--- config.mk ---
export PLATFORM = sky130hd
export DESIGN_NAME = uart_rx_fifo
export DESIGN_NICKNAME = d
export VERILOG_FILES = /design/src/rtl/uart_rx_fifo_pkg.sv /design/src/rtl/uart_rx_fifo_fifo.sv /design/src/rtl/uart_rx_fifo.sv
export SDC_FILE = /design/constraint.sdc
export NUM_CORES = 1
export LEC_CHECK = 0
export BUFFER_PORTS_ARGS = -buffer_cell sky130_fd_sc_hd__buf_2
export CORE_MARGIN = 1.5
export CORE_UTILIZATION = 30
export CTS_CLUSTER_SIZE = 24
export DETAILED_ROUTE_END_ITERATION = 10
export PLACE_DENSITY_LB_ADDON = 0.05
export SLEW_MARGIN = 30
export SYNTH_ARGS = -nofsm -noshare
export SYNTH_HDL_FRONTEND = slang
export SYNTH_SLANG_ARGS = --single-unit
--- constraint.sdc ---
create_clock -name clock -period 3.2 [get_ports clock]
set_input_delay 0.16 -clock clock [delete_from_list [all_inputs] [get_ports clock]]
set_output_delay 0.16 -clock clock [all_outputs]
set_load 0.01 [all_outputs]
--- src/rtl/uart_rx_fifo_pkg.sv ---
`default_nettype none
// ============================================================================
//  Module  : uart_rx_fifo_pkg
//  Brief   : Shared types, frame-format constants and helpers for the
//            uart_rx_fifo receiver (8N1 framing, receiver state encoding).
//  Revision: 1.0 - initial release
// ============================================================================
package uart_rx_fifo_pkg;

  // Frame format: 8 data bits, LSB first, one stop bit, no parity.
  localparam int DATA_BITS           = 8;
  // Default floor applied to the CSR bit period (clock cycles per bit).
  localparam int CLK_DIV_MIN_DEFAULT = 4;
  // Width of the baud down-counter and of the clk_div CSR field.
  localparam int DIV_W               = 16;

  // Receiver sequencing states.
  typedef enum logic [2:0] {
    ST_IDLE  = 3'd0,
    ST_START = 3'd1,
    ST_DATA  = 3'd2,
    ST_STOP  = 3'd3,
    ST_BREAK = 3'd4
  } rx_state_t;

  // Bit period actually used: the CSR value, but never below the floor.
  function automatic logic [DIV_W-1:0] clamp_div(input logic [DIV_W-1:0] raw,
                                                input logic [DIV_W-1:0] floor_val);
    return (raw < floor_val) ? floor_val : raw;
  endfunction

endpackage
`default_nettype wire

--- src/rtl/uart_rx_fifo_fifo.sv ---
`default_nettype none
// ============================================================================
//  Module  : rx_byte_fifo
//  Brief   : Small first-word-fall-through FIFO holding received bytes.
//            Reports occupancy and flags pushes rejected because it is full.
//  Revision: 1.0 - initial release
// ============================================================================
module rx_byte_fifo #(
  parameter int DEPTH = 8,
  parameter int WIDTH = 8
) (
  input  logic                     clock,
  input  logic                     resetb,
  input  logic                     push,
  input  logic [WIDTH-1:0]         wr_data,
  input  logic                     pop,
  output logic [WIDTH-1:0]         rd_data,
  output logic                     valid,
  output logic [$clog2(DEPTH):0]   count,
  output logic                     dropped
);

  localparam int PTR_W = $clog2(DEPTH);
  localparam int CNT_W = PTR_W + 1;

  logic [WIDTH-1:0] mem [DEPTH];
  logic [PTR_W-1:0] wr_ptr;
  logic [PTR_W-1:0] rd_ptr;
  logic [CNT_W-1:0] count_q;

  logic empty;
  logic full;
  logic do_pop;
  logic do_push;

  assign empty   = (count_q == '0);
  assign full    = (count_q == CNT_W'(DEPTH));
  // A pop on an empty FIFO is ignored.
  assign do_pop  = pop & ~empty;
  // A push into a full FIFO only succeeds when a pop frees a slot in the same cycle.
  assign do_push = push & (~full | do_pop);
  assign dropped = push & full & ~do_pop;

  assign valid   = ~empty;
  assign count   = count_q;
  // Head is forced to zero while empty so the output is clean after reset.
  assign rd_data = empty ? '0 : mem[rd_ptr];

  // Storage array: written on accepted pushes, no reset needed since
  // entries are only visible once the count covers them.
  always_ff @(posedge clock) begin
    if (do_push) begin
      mem[wr_ptr] <= wr_data;
    end
  end

  // Pointer and occupancy bookkeeping; pointers wrap naturally (DEPTH is a power of 2).
  always_ff @(posedge clock or negedge resetb) begin
    if (!resetb) begin
      wr_ptr  <= '0;
      rd_ptr  <= '0;
      count_q <= '0;
    end else begin
      if (do_push) begin
        wr_ptr <= wr_ptr + PTR_W'(1);
      end
      if (do_pop) begin
        rd_ptr <= rd_ptr + PTR_W'(1);
      end
      case ({do_push, do_pop})
        2'b10:   count_q <= count_q + CNT_W'(1);
        2'b01:   count_q <= count_q - CNT_W'(1);
        default: count_q <= count_q;
      endcase
    end
  end

endmodule
`default_nettype wire

--- src/rtl/uart_rx_fifo.sv ---
`default_nettype none
// ============================================================================
//  Module  : uart_rx_fifo
//  Brief   : 8N1 UART receiver feeding a byte FIFO read over CSRs. Holds the
//            rx synchroniser, frame sequencer, baud counter and sticky
//            framing-error / overflow flags; irq follows FIFO non-empty.
//  Revision: 1.0 - initial release
// ============================================================================
module uart_rx_fifo
  import uart_rx_fifo_pkg::*;
#(
  parameter int DEPTH       = 8,
  parameter int CLK_DIV_MIN = CLK_DIV_MIN_DEFAULT
) (
  input  logic                   clock,
  input  logic                   resetb,
  input  logic                   rx,
  input  logic [DIV_W-1:0]       clk_div,
  input  logic                   rd_en,
  input  logic                   err_clr,
  output logic [7:0]             rd_data,
  output logic                   rd_valid,
  output logic [$clog2(DEPTH):0] fifo_count,
  output logic                   frame_err,
  output logic                   overflow,
  output logic                   busy,
  output logic                   irq
);

  localparam logic [2:0] LAST_BIT = 3'(DATA_BITS - 1);

  logic                 rx_meta;
  logic                 rxs;
  rx_state_t            state;
  logic [DIV_W-1:0]     cnt;
  logic [DIV_W-1:0]     div_q;
  logic [2:0]           bit_idx;
  logic [DATA_BITS-1:0] shift;
  logic                 busy_q;

  logic [DIV_W-1:0]     div_now;
  logic                 stop_sample;
  logic                 byte_push;
  logic                 frame_set;
  logic                 byte_dropped;
  logic                 fifo_valid;

  assign div_now     = clamp_div(clk_div, DIV_W'(CLK_DIV_MIN));
  // Stop-bit decision point: good stop pushes the byte, low stop is a framing error.
  assign stop_sample = (state == ST_STOP) && (cnt == '0);
  assign byte_push   = stop_sample & rxs;
  assign frame_set   = stop_sample & ~rxs;

  // Two-flop synchroniser for the asynchronous serial line (idles high).
  always_ff @(posedge clock or negedge resetb) begin
    if (!resetb) begin
      rx_meta <= 1'b1;
      rxs     <= 1'b1;
    end else begin
      rx_meta <= rx;
      rxs     <= rx_meta;
    end
  end

  // Frame sequencer: start-bit qualification, mid-bit data sampling, stop check.
  always_ff @(posedge clock or negedge resetb) begin
    if (!resetb) begin
      state   <= ST_IDLE;
      cnt     <= '0;
      div_q   <= '0;
      bit_idx <= '0;
      shift   <= '0;
      busy_q  <= 1'b0;
    end else begin
      case (state)
        ST_IDLE: begin
          if (!rxs) begin
            // Bit period is frozen for the whole frame; wait half a bit to reach mid-start.
            state  <= ST_START;
            div_q  <= div_now;
            cnt    <= div_now >> 1;
            busy_q <= 1'b1;
          end
        end
        ST_START: begin
          if (cnt == '0) begin
            if (!rxs) begin
              state   <= ST_DATA;
              bit_idx <= '0;
              cnt     <= div_q - DIV_W'(1);
            end else begin
              // Line went back high before mid-start: treat as a glitch.
              state  <= ST_IDLE;
              busy_q <= 1'b0;
            end
          end else begin
            cnt <= cnt - DIV_W'(1);
          end
        end
        ST_DATA: begin
          if (cnt == '0) begin
            shift <= {rxs, shift[DATA_BITS-1:1]};
            cnt   <= div_q - DIV_W'(1);
            if (bit_idx == LAST_BIT) begin
              state <= ST_STOP;
            end else begin
              bit_idx <= bit_idx + 3'd1;
            end
          end else begin
            cnt <= cnt - DIV_W'(1);
          end
        end
        ST_STOP: begin
          if (cnt == '0) begin
            if (rxs) begin
              state  <= ST_IDLE;
              busy_q <= 1'b0;
            end else begin
              // Stop bit low: park until the line releases so a held-low
              // line is not mistaken for a new start bit.
              state <= ST_BREAK;
            end
          end else begin
            cnt <= cnt - DIV_W'(1);
          end
        end
        ST_BREAK: begin
          if (rxs) begin
            state  <= ST_IDLE;
            busy_q <= 1'b0;
          end
        end
        default: begin
          state  <= ST_IDLE;
          busy_q <= 1'b0;
        end
      endcase
    end
  end

  // Sticky error flags; a new error event in the same cycle as err_clr keeps the flag set.
  always_ff @(posedge clock or negedge resetb) begin
    if (!resetb) begin
      frame_err <= 1'b0;
      overflow  <= 1'b0;
    end else begin
      frame_err <= frame_set    | (frame_err & ~err_clr);
      overflow  <= byte_dropped | (overflow  & ~err_clr);
    end
  end

  rx_byte_fifo #(
    .DEPTH (DEPTH),
    .WIDTH (DATA_BITS)
  ) u_fifo (
    .clock   (clock),
    .resetb  (resetb),
    .push    (byte_push),
    .wr_data (shift),
    .pop     (rd_en),
    .rd_data (rd_data),
    .valid   (fifo_valid),
    .count   (fifo_count),
    .dropped (byte_dropped)
  );

  assign rd_valid = fifo_valid;
  assign irq      = fifo_valid;
  assign busy     = busy_q;

endmodule
`default_nettype wire

==> tab_implementation.tex, run 1 <==
\begin{tabular}{lr}
\hline
Metric & Value \\
\hline
\multicolumn{2}{l}{\textbf{Timing}} \\
\quad Fraction of the cycle the final worst path needs & 93.9\% \\
\quad Shortest clock period the worst path allows after layout & 3000 ps \\
\quad Count of endpoints failing setup in the final report & 0 \\
\quad Number of hold violations in the final report & 0 \\
\quad Transition at the pin with the smallest max-transition slack & 800 ps \\
\quad Final-layout worst hold slack & 27.9 ps \\
\quad Setup repair after global routing missed its margin & false \\
\quad Rel. slew slack & 46.3\% \\
\quad Worst-case clock skew & 9.88 ps \\
\quad Summed negative setup slack over all endpoints & 0 ps \\
\quad Final Slew Violations & 0 \\
\quad Peak Freq & 333 MHz \\
\multicolumn{2}{l}{\textbf{Route}} \\
\quad Detailed Route Iter0 Violations & 389 \\
\quad Wire length per cell after detailed routing & 18.7 um \\
\quad Number of design rule violations left after detail routing & 0 \\
\quad DRT Pass-1 Iters & 6 \\
\quad Post-detailed-route count of antenna-violating nets & 0 \\
\quad Total wire length after detailed routing & 15700 um \\
\quad Via Count & 4185 \\
\quad Vias per cell & 4.98 \\
\multicolumn{2}{l}{\textbf{Clock network}} \\
\quad Clock buffer count from CTS & 17 \\
\quad TritonCTS clock tree & done \\
\quad H-tree depth & 4 \\
\quad Maximum root-to-sink buffer count & 2 \\
\quad Clock sink count & 125 \\
\quad Root buffer cell & sky130\_fd\_sc\_hd\_\_clkbuf\_16 \\
\quad Clock-pin slew reported for the worst setup and hold paths after clock tree synthesis & 60 ps \\
\quad Source-to-sink clock delay at the later pin of the worst-skew pair & 420 ps \\
\multicolumn{2}{l}{\textbf{GRT}} \\
\quad Total routing resource utilization after global routing & 15.4\% \\
\quad GRT overflow & 0 \\
\quad Wire length of the first global-routing pass & 24500 um \\
\quad GRT met3 Usage & 3.41\% \\
\quad Vias in the first global route & 4116 \\
\quad Maximum number of pins on one net before global-route repair & 41 \\
\quad Global routing's busiest layer & met1 \\
\quad Met1 Track Usage GR & 22.7\% \\
\quad Antenna violations before repair & 0 \\
\quad M2 GR Usage & 22.5\% \\
\multicolumn{2}{l}{\textbf{Die}} \\
\quad Die outline area & 0.0213 mm2 \\
\quad Placement Rows & 52 \\
\quad Starting utilization of the core area & 30.4\% \\
\quad Number of top-level pins & 38 \\
\quad Width of the chip & 146 um \\
\quad Floorplan die height & 146 um \\
\quad Core Area & 0.0202 mm2 \\
\multicolumn{2}{l}{\textbf{Worst setup path}} \\
\quad Start-to-end type of the worst setup path & register to register \\
\quad CP required & 3490 ps \\
\quad Startpoint kind of the worst setup timing path & register \\
\quad Number of cells traversed by the worst register-to-register path & 12 \\
\quad Critical path arrival & 3290 ps \\
\quad Maximum net fanout on the critical path & 8 \\
\quad Endpoint type of the worst setup path & register \\
\multicolumn{2}{l}{\textbf{Synth}} \\
\quad Cell count after synthesis & 490 \\
\quad Net count after synthesis & 521 \\
\quad Share of synthesized registers carrying an async set or reset & 48.8\% \\
\quad Number of distinct library cells after synthesis & 70 \\
\quad Synth Warn \# & 0 \\
\quad Post-synth EDFFs & 64 \\
\quad Dominant register cell in the synthesized netlist & sky130\_fd\_sc\_hd\_\_edfxtp\_1 \\
\quad FF+latch count, synth & 125 \\
\quad Proportion of synthesized chip area in sequential cells & 56.2\% \\
\quad Average size of a mapped cell & 12.5 um2 \\
\quad Cell area after technology mapping & 0.00614 mm2 \\
\multicolumn{2}{l}{\textbf{Power}} \\
\quad Cell-internal power & 3.46 mW \\
\quad Pleak & 2.79 nW \\
\quad Part of the power in combinational logic & 19.9\% \\
\quad Switching power & 1.50 mW \\
\quad Power per Cell Area & 671 mW/mm2 \\
\quad Sw Share & 30.3\% \\
\quad Maximum vdd ir drop & 0.356 mV \\
\quad Sequential share of power & 40.5\% \\
\quad Relative contribution of the clock network to total power & 39.7\% \\
\quad Post-route total power & 4.96 mW \\
\multicolumn{2}{l}{\textbf{Layout}} \\
\quad Layout Cell Area excl Fill & 0.00738 mm2 \\
\quad Top library cells by usage in the layout, fill and taps aside & sky130\_fd\_sc\_hd\_\_edfxtp\_1, sky130\_fd\_sc\_hd\_\_dfrtp\_1, sky130\_fd\_sc\_hd\_\_nor2\_1 \\
\quad Fraction of final layout cells sized beyond drive strength 1 & 27.5\% \\
\quad Layout net count & 588 \\
\quad Antenna cell count & 0 \\
\quad Area growth from synthesis to layout & 20.4\% \\
\quad FILL cells & 2000 \\
\quad Final Core Density & 36.6\% \\
\quad Most common cell after layout, fill and taps aside & sky130\_fd\_sc\_hd\_\_edfxtp\_1 \\
\multicolumn{2}{l}{\textbf{Min path}} \\
\quad Hold Crit Class & primary input to register \\
\quad Cell depth of the worst hold path & 2 \\
\multicolumn{2}{l}{\textbf{Placed design}} \\
\quad Post-Place Cell Area & 0.00673 mm2 \\
\quad HPWL Detailed & 11000 um \\
\quad Last weighted congestion value of the routability-driven placer & 0.761 \\
\quad Number of I/O port buffers & 37 \\
\multicolumn{2}{l}{\textbf{Job}} \\
\quad Number of max-cap violations & 0 \\
\multicolumn{2}{l}{\textbf{Outcome}} \\
\quad Outcome & complete, no violations \\
\hline
\end{tabular}
[area by class of cell]
class	count	area [um2]	area share, %
flip-flops and latches	125	3450	46.7
multi-input cells	332	2500	33.9
repair buffers	72	458	6.20
clock buffers	17	425	5.76
well taps	270	338	4.57
clock inverters	15	178	2.41
inverters	9	33.8	0.457
[path summary, 6_finish.rpt]
kind                                           from  slack [ps]                           to
worst max-delay path            cnt[10]$_DFFE_PN0P_         200  u_fifo.count[2]$_DFFE_PN0P_
worst min-delay path                    clk_div[10]          30        div_q[10]$_DFFE_PN0P_
worst max register to register  cnt[10]$_DFFE_PN0P_         200  u_fifo.count[2]$_DFFE_PN0P_
worst min register to register    rx_meta$_DFF_PN1_         360                rxs$_DFF_PN1_
max in group asynchronous                    resetb        1930          cnt[11]$_DFFE_PN0P_
min in group asynchronous                    resetb         290         div_q[0]$_DFFE_PN0P_
[critical path, cell delays in order (launching register included)]
cell	delay, ps
sky130_fd_sc_hd__dfrtp_1	440
sky130_fd_sc_hd__or4_4	560
sky130_fd_sc_hd__nor3_4	230
sky130_fd_sc_hd__nand4_1	200
sky130_fd_sc_hd__nor3b_2	260
sky130_fd_sc_hd__inv_2	130
sky130_fd_sc_hd__ha_2	240
sky130_fd_sc_hd__xor2_1	140
sky130_fd_sc_hd__ha_1	180
sky130_fd_sc_hd__a21oi_1	140
sky130_fd_sc_hd__xor2_1	150
sky130_fd_sc_hd__nor2_1	60
sky130_fd_sc_hd__xor2_1	140
[cells in the mapped netlist, types with 3 or more instances]
master / n / area (um2)
sky130_fd_sc_hd__edfxtp_1: 64 / 1920
sky130_fd_sc_hd__dfrtp_1: 59 / 1480
sky130_fd_sc_hd__nor2_1: 42 / 158
sky130_fd_sc_hd__nand2_1: 36 / 135
sky130_fd_sc_hd__o21ai_0: 29 / 145
sky130_fd_sc_hd__mux2_2: 23 / 259
sky130_fd_sc_hd__a21oi_1: 19 / 95.1
sky130_fd_sc_hd__mux4_2: 16 / 360
sky130_fd_sc_hd__nor3_1: 15 / 75.1
sky130_fd_sc_hd__xor2_1: 15 / 131
sky130_fd_sc_hd__mux2i_1: 13 / 130
sky130_fd_sc_hd__nand3_1: 11 / 55.1
sky130_fd_sc_hd__ha_1: 10 / 125
sky130_fd_sc_hd__clkbuf_1: 9 / 33.8
sky130_fd_sc_hd__nor4_1: 9 / 56.3
sky130_fd_sc_hd__xnor2_1: 9 / 78.8
sky130_fd_sc_hd__inv_1: 8 / 30.0
sky130_fd_sc_hd__nand2b_1: 7 / 43.8
sky130_fd_sc_hd__nand4_1: 6 / 37.5
sky130_fd_sc_hd__a211oi_1: 5 / 37.5
sky130_fd_sc_hd__a22o_1: 4 / 35.0
sky130_fd_sc_hd__clkbuf_8: 4 / 55.1
sky130_fd_sc_hd__o22ai_1: 4 / 25.0
sky130_fd_sc_hd__o31ai_1: 4 / 30.0
sky130_fd_sc_hd__a21o_1: 3 / 22.5
sky130_fd_sc_hd__a221oi_1: 3 / 26.3
sky130_fd_sc_hd__buf_4: 3 / 22.5
sky130_fd_sc_hd__buf_6: 3 / 33.8
sky130_fd_sc_hd__nor2b_1: 3 / 18.8
sky130_fd_sc_hd__o211ai_1: 3 / 22.5
[state kept, by name (all words and copies together) (netlist names)]
| register | count |
|---|---|
| u_fifo.mem | 64 |
| cnt | 16 |
| div_q | 16 |
| shift | 8 |
| u_fifo.count | 4 |
| bit_idx | 3 |
| state | 3 |
| u_fifo.rd_ptr | 3 |
| u_fifo.wr_ptr | 3 |
| busy | 1 |
| frame_err | 1 |
| overflow | 1 |
| rx_meta | 1 |
| rxs | 1 |
[kinds of logic (layout without fill, tap and decap cells)]
| logic type | Yosys count | count (layout) | share of synthesized area, % |
|---|---|---|---|
| muxes | 52 | 52 | 12.2 |
| xor gates and xnor gates | 24 | 24 | 3.43 |
| AOI/OAI and AO/OA | 90 | 90 | 9.32 |
| adders and majority gates | 11 | 11 | 2.20 |
| DFF | 125 | 125 | 56.2 |
| and+or+nand+nor | 155 | 155 | 13.3 |
| buffers and inverters | 33 | 113 | 3.28 |
[stage by stage]
stage | instances | setup WS [ps]
floorplan | 490 | 205
global placement | 802 | 205
detailed placement | 803 | 174
CTS | 839 | 153
global route | 840 | 16.9
finish | 840 | 197
[metal layers]
| metal | part of all wire (%) | routed length (um) | vias to the layer above |
|---|---|---|---|
| met2 | 44 | 6920 | 99 |
| met4 | 0.94 | 147 | 0 |
| met3 | 4.4 | 692 | 13 |
| li1 | - | - | 1991 |
| met5 | 0 | 0 | - |
| met1 | 51 | 7920 | 2082 |
[what timing repair did]
item | in CTS | in global routing
hold buffers | 4 | 0
setup buffers | 0 | 1
hold endpoints to repair | 24 | 0
gates resized for setup | 0 | 1
endpoints found under the setup margin | 0 | 1
[power by group through the flow]
stage	Clock (mW)	Combinational, mW	Sequential (mW)
6_report	1.97	0.985	2.01
5_1_grt	2.09	1.09	2.03
4_1_cts	2.02	1.01	2.01
3_5_place_dp	0	1.00	2.04
3_3_place_gp	0	0.996	2.03
2_1_floorplan	0	0.737	1.96
(Power assumes the default switching activity.)
==> run 2: changes to the inputs <==
- CTS_BUF_LIST: unset -> sky130_fd_sc_hd__clkbuf_8
- PLACE_DENSITY: unset -> 0.55
- PLACE_DENSITY_LB_ADDON: 0.05 -> unset
- REMOVE_ABC_BUFFERS: unset -> 1
==> tab_implementation.tex, run 2 (synthesis results as in run 1) <==
\begin{tabular}{lr}
\hline
Metric & Value \\
\hline
\multicolumn{2}{l}{\textbf{Placed design}} \\
\quad Number of placed instances with taps included & 797 \\
\quad Number of I/O port buffers & 37 \\
\quad HPWL Detailed & 9510 um \\
\quad Post-Place Cell Area & 0.00668 mm2 \\
\quad Last weighted congestion value of the routability-driven placer & 0.824 \\
\quad Minimum setup slack after placement & 144 ps \\
\multicolumn{2}{l}{\textbf{Worst setup path}} \\
\quad Number of cells on the critical path & 12 \\
\quad CP required & 3530 ps \\
\quad Critical path arrival & 3370 ps \\
\quad Start-to-end type of the worst setup path & register to register \\
\quad Critical path origin & cnt[9]\$\_DFFE\_PN0P\_ \\
\quad Worst reg2reg path startpoint & cnt[9]\$\_DFFE\_PN0P\_ \\
\quad Count of buffering cells on the critical path with inverters included & 1 \\
\quad Max stage delay cell, worst path & sky130\_fd\_sc\_hd\_\_or4\_4 \\
\quad Kind of cell adding the most delay to the critical path & simple AND/OR/NAND/NOR gates \\
\quad Cell-by-cell listing of the critical path & or4\_4 -> nor3\_4 -> nand4\_1 -> nor3b\_2 -> inv\_2 -> ha\_1 -> xor2\_1 -> ha\_1 -> a21oi\_1 -> xor2\_1 -> nor2\_1 -> xor2\_1 \\
\quad Startpoint kind of the worst setup timing path & register \\
\quad Number of cells traversed by the worst register-to-register path & 12 \\
\quad Most used cell along the critical path & sky130\_fd\_sc\_hd\_\_xor2\_1 \\
\quad CP peak stage delay & 560 ps \\
\quad Endpoint type of the worst setup path & register \\
\quad Maximum net fanout on the critical path & 8 \\
\multicolumn{2}{l}{\textbf{Job}} \\
\quad Number of max-cap violations & 0 \\
\multicolumn{2}{l}{\textbf{Power}} \\
\quad Power per Cell Area & 589 mW/mm2 \\
\quad Post-route total power & 4.24 mW \\
\quad Maximum vdd ir drop & 0.254 mV \\
\quad Pleak & 2.69 nW \\
\multicolumn{2}{l}{\textbf{Timing}} \\
\quad Worst-case clock skew & 12.5 ps \\
\quad Fraction of the cycle the final worst path needs & 95.0\% \\
\quad Final Slew Violations & 0 \\
\quad Rel. slew slack & 44.1\% \\
\quad Shortest clock period the worst path allows after layout & 3040 ps \\
\quad Setup repair after global routing missed its margin & false \\
\quad Peak Freq & 329 MHz \\
\quad Number of hold violations in the final report & 0 \\
\quad Final-layout worst hold slack & 33.6 ps \\
\quad Summed negative setup slack over all endpoints & 0 ps \\
\quad Count of endpoints failing setup in the final report & 0 \\
\quad Post-layout worst setup margin & 161 ps \\
\quad Transition at the pin with the smallest max-transition slack & 839 ps \\
\multicolumn{2}{l}{\textbf{Layout}} \\
\quad Registers with the highest flip-flop counts & u\_fifo.mem x64, cnt x16, div\_q x16 \\
\quad Largest reg by FF count & u\_fifo.mem \\
\quad Layout Cell Area excl Fill & 0.00720 mm2 \\
\quad Layout Cells excl Fill & 845 \\
\quad FILL cells & 2037 \\
\quad Most common cell after layout, fill and taps aside & sky130\_fd\_sc\_hd\_\_edfxtp\_1 \\
\quad Final Core Density & 35.7\% \\
\quad Flip-flop count of the largest register after layout & 64 \\
\quad Fraction of final layout cells sized beyond drive strength 1 & 25.7\% \\
\quad Top library cells by usage in the layout, fill and taps aside & sky130\_fd\_sc\_hd\_\_edfxtp\_1, sky130\_fd\_sc\_hd\_\_dfrtp\_1, sky130\_fd\_sc\_hd\_\_nor2\_1 \\
\quad Area growth from synthesis to layout & 17.4\% \\
\quad Antenna cell count & 0 \\
\quad Layout net count & 593 \\
\multicolumn{2}{l}{\textbf{Clock network}} \\
\quad Resize count post-CTS & 0 \\
\quad Maximum root-to-sink buffer count & 2 \\
\quad Source-to-sink clock delay at the later pin of the worst-skew pair & 440 ps \\
\quad TritonCTS clock tree & done \\
\quad Root buffer cell & sky130\_fd\_sc\_hd\_\_clkbuf\_8 \\
\quad Clock sink count & 125 \\
\quad Clock-pin slew reported for the worst setup and hold paths after clock tree synthesis & 80 ps \\
\quad Setup repair bufs after CTS & 0 \\
\quad Hold\_buf cts & 15 \\
\quad H-tree depth & 4 \\
\quad Clock buffer count from CTS & 17 \\
\multicolumn{2}{l}{\textbf{Route}} \\
\quad Met1 Routed Length & 6160 um \\
\quad Wire length per cell after detailed routing & 16.6 um \\
\quad Met3 layer wire length in the routed design & 584 um \\
\quad Max Used Layer & met4 \\
\quad Number of design rule violations left after detail routing & 0 \\
\quad Via Count & 4162 \\
\quad DRT Pass-1 Iters & 5 \\
\quad Sum of met2 wire segment lengths after detailed routing & 7130 um \\
\quad Post-detailed-route count of antenna-violating nets & 0 \\
\quad Detailed Route Iter0 Violations & 228 \\
\quad Vias per cell & 4.93 \\
\quad Total wire length after detailed routing & 14000 um \\
\multicolumn{2}{l}{\textbf{Die}} \\
\quad Starting utilization of the core area & 30.4\% \\
\quad Number of top-level pins & 38 \\
\quad Die outline area & 0.0213 mm2 \\
\quad Width of the chip & 146 um \\
\quad Floorplan die height & 146 um \\
\quad Placement Rows & 52 \\
\quad Core Area & 0.0202 mm2 \\
\multicolumn{2}{l}{\textbf{GRT}} \\
\quad Vias in the first global route & 4282 \\
\quad GRT overflow & 0 \\
\quad Maximum number of pins on one net before global-route repair & 41 \\
\quad Wire length of the first global-routing pass & 23100 um \\
\quad Total routing resource utilization after global routing & 14.1\% \\
\quad Antenna violations before repair & 0 \\
\multicolumn{2}{l}{\textbf{Min path}} \\
\quad Cell depth of the worst hold path & 2 \\
\quad Hold Crit Class & primary input to register \\
\quad Launch point of the worst hold path & clk\_div[3] \\
\multicolumn{2}{l}{\textbf{Outcome}} \\
\quad Outcome & complete, no violations \\
\hline
\end{tabular}
==> run 2: cell types whose count changed in the layout (fill, tap and decap cells not counted), sizes merged <==
cell,delta
clkbuf,+3
bufinv,-2
clkinvlp,+4
inv,-6
buf,-6
clkinv,+1
dlygate4sd3,+11
==> run 2: worst register-to-register path, stage by stage, from the launching register on <==
cell and delay, ps:
sky130_fd_sc_hd__dfrtp_1 390, sky130_fd_sc_hd__or4_4 560, sky130_fd_sc_hd__nor3_4 140, sky130_fd_sc_hd__nand4_1 180
sky130_fd_sc_hd__nor3b_2 360, sky130_fd_sc_hd__inv_2 150, sky130_fd_sc_hd__ha_1 290, sky130_fd_sc_hd__xor2_1 170
sky130_fd_sc_hd__ha_1 190, sky130_fd_sc_hd__a21oi_1 140, sky130_fd_sc_hd__xor2_1 170, sky130_fd_sc_hd__nor2_1 60
sky130_fd_sc_hd__xor2_1 140
==> run 2: final timing paths <==
kind                                               endpoint  slack, ps
worst max-delay path            u_fifo.count[2]$_DFFE_PN0P_        160
worst min-delay path                   div_q[3]$_DFFE_PN0P_         30
worst max register to register  u_fifo.count[2]$_DFFE_PN0P_        160
worst min register to register                rxs$_DFF_PN1_        360
max in group asynchronous                     rxs$_DFF_PN1_       2030
min in group asynchronous             div_q[14]$_DFFE_PN0P_        210
==> run 2: cell type report <==
class	count	area (um2)	area share, %
clock buffer	20	275	3.82
clock inverter	12	91.3	1.27
inverter	9	33.8	0.469
multi-input combinational	332	2490	34.6
sequential	125	3450	47.9
tap	270	338	4.69
timing repair buffer	77	523	7.26
==> run 2: routing by layer <==
metal | GRT usage, % | up-vias
li1 | - | 2003
met1 | 17.0 | 2061
met2 | 24.8 | 83
met3 | 3.34 | 15
met4 | 4.60 | 0
met5 | 0 | -
==> run 2: where the power goes <==
group	switching, mW	leakage, nW	internal [mW]
Clock	0.662	0.179	0.599
Combinational	0.472	1.19	0.470
Sequential	0.229	1.33	1.81
Total	1.36	2.69	2.88
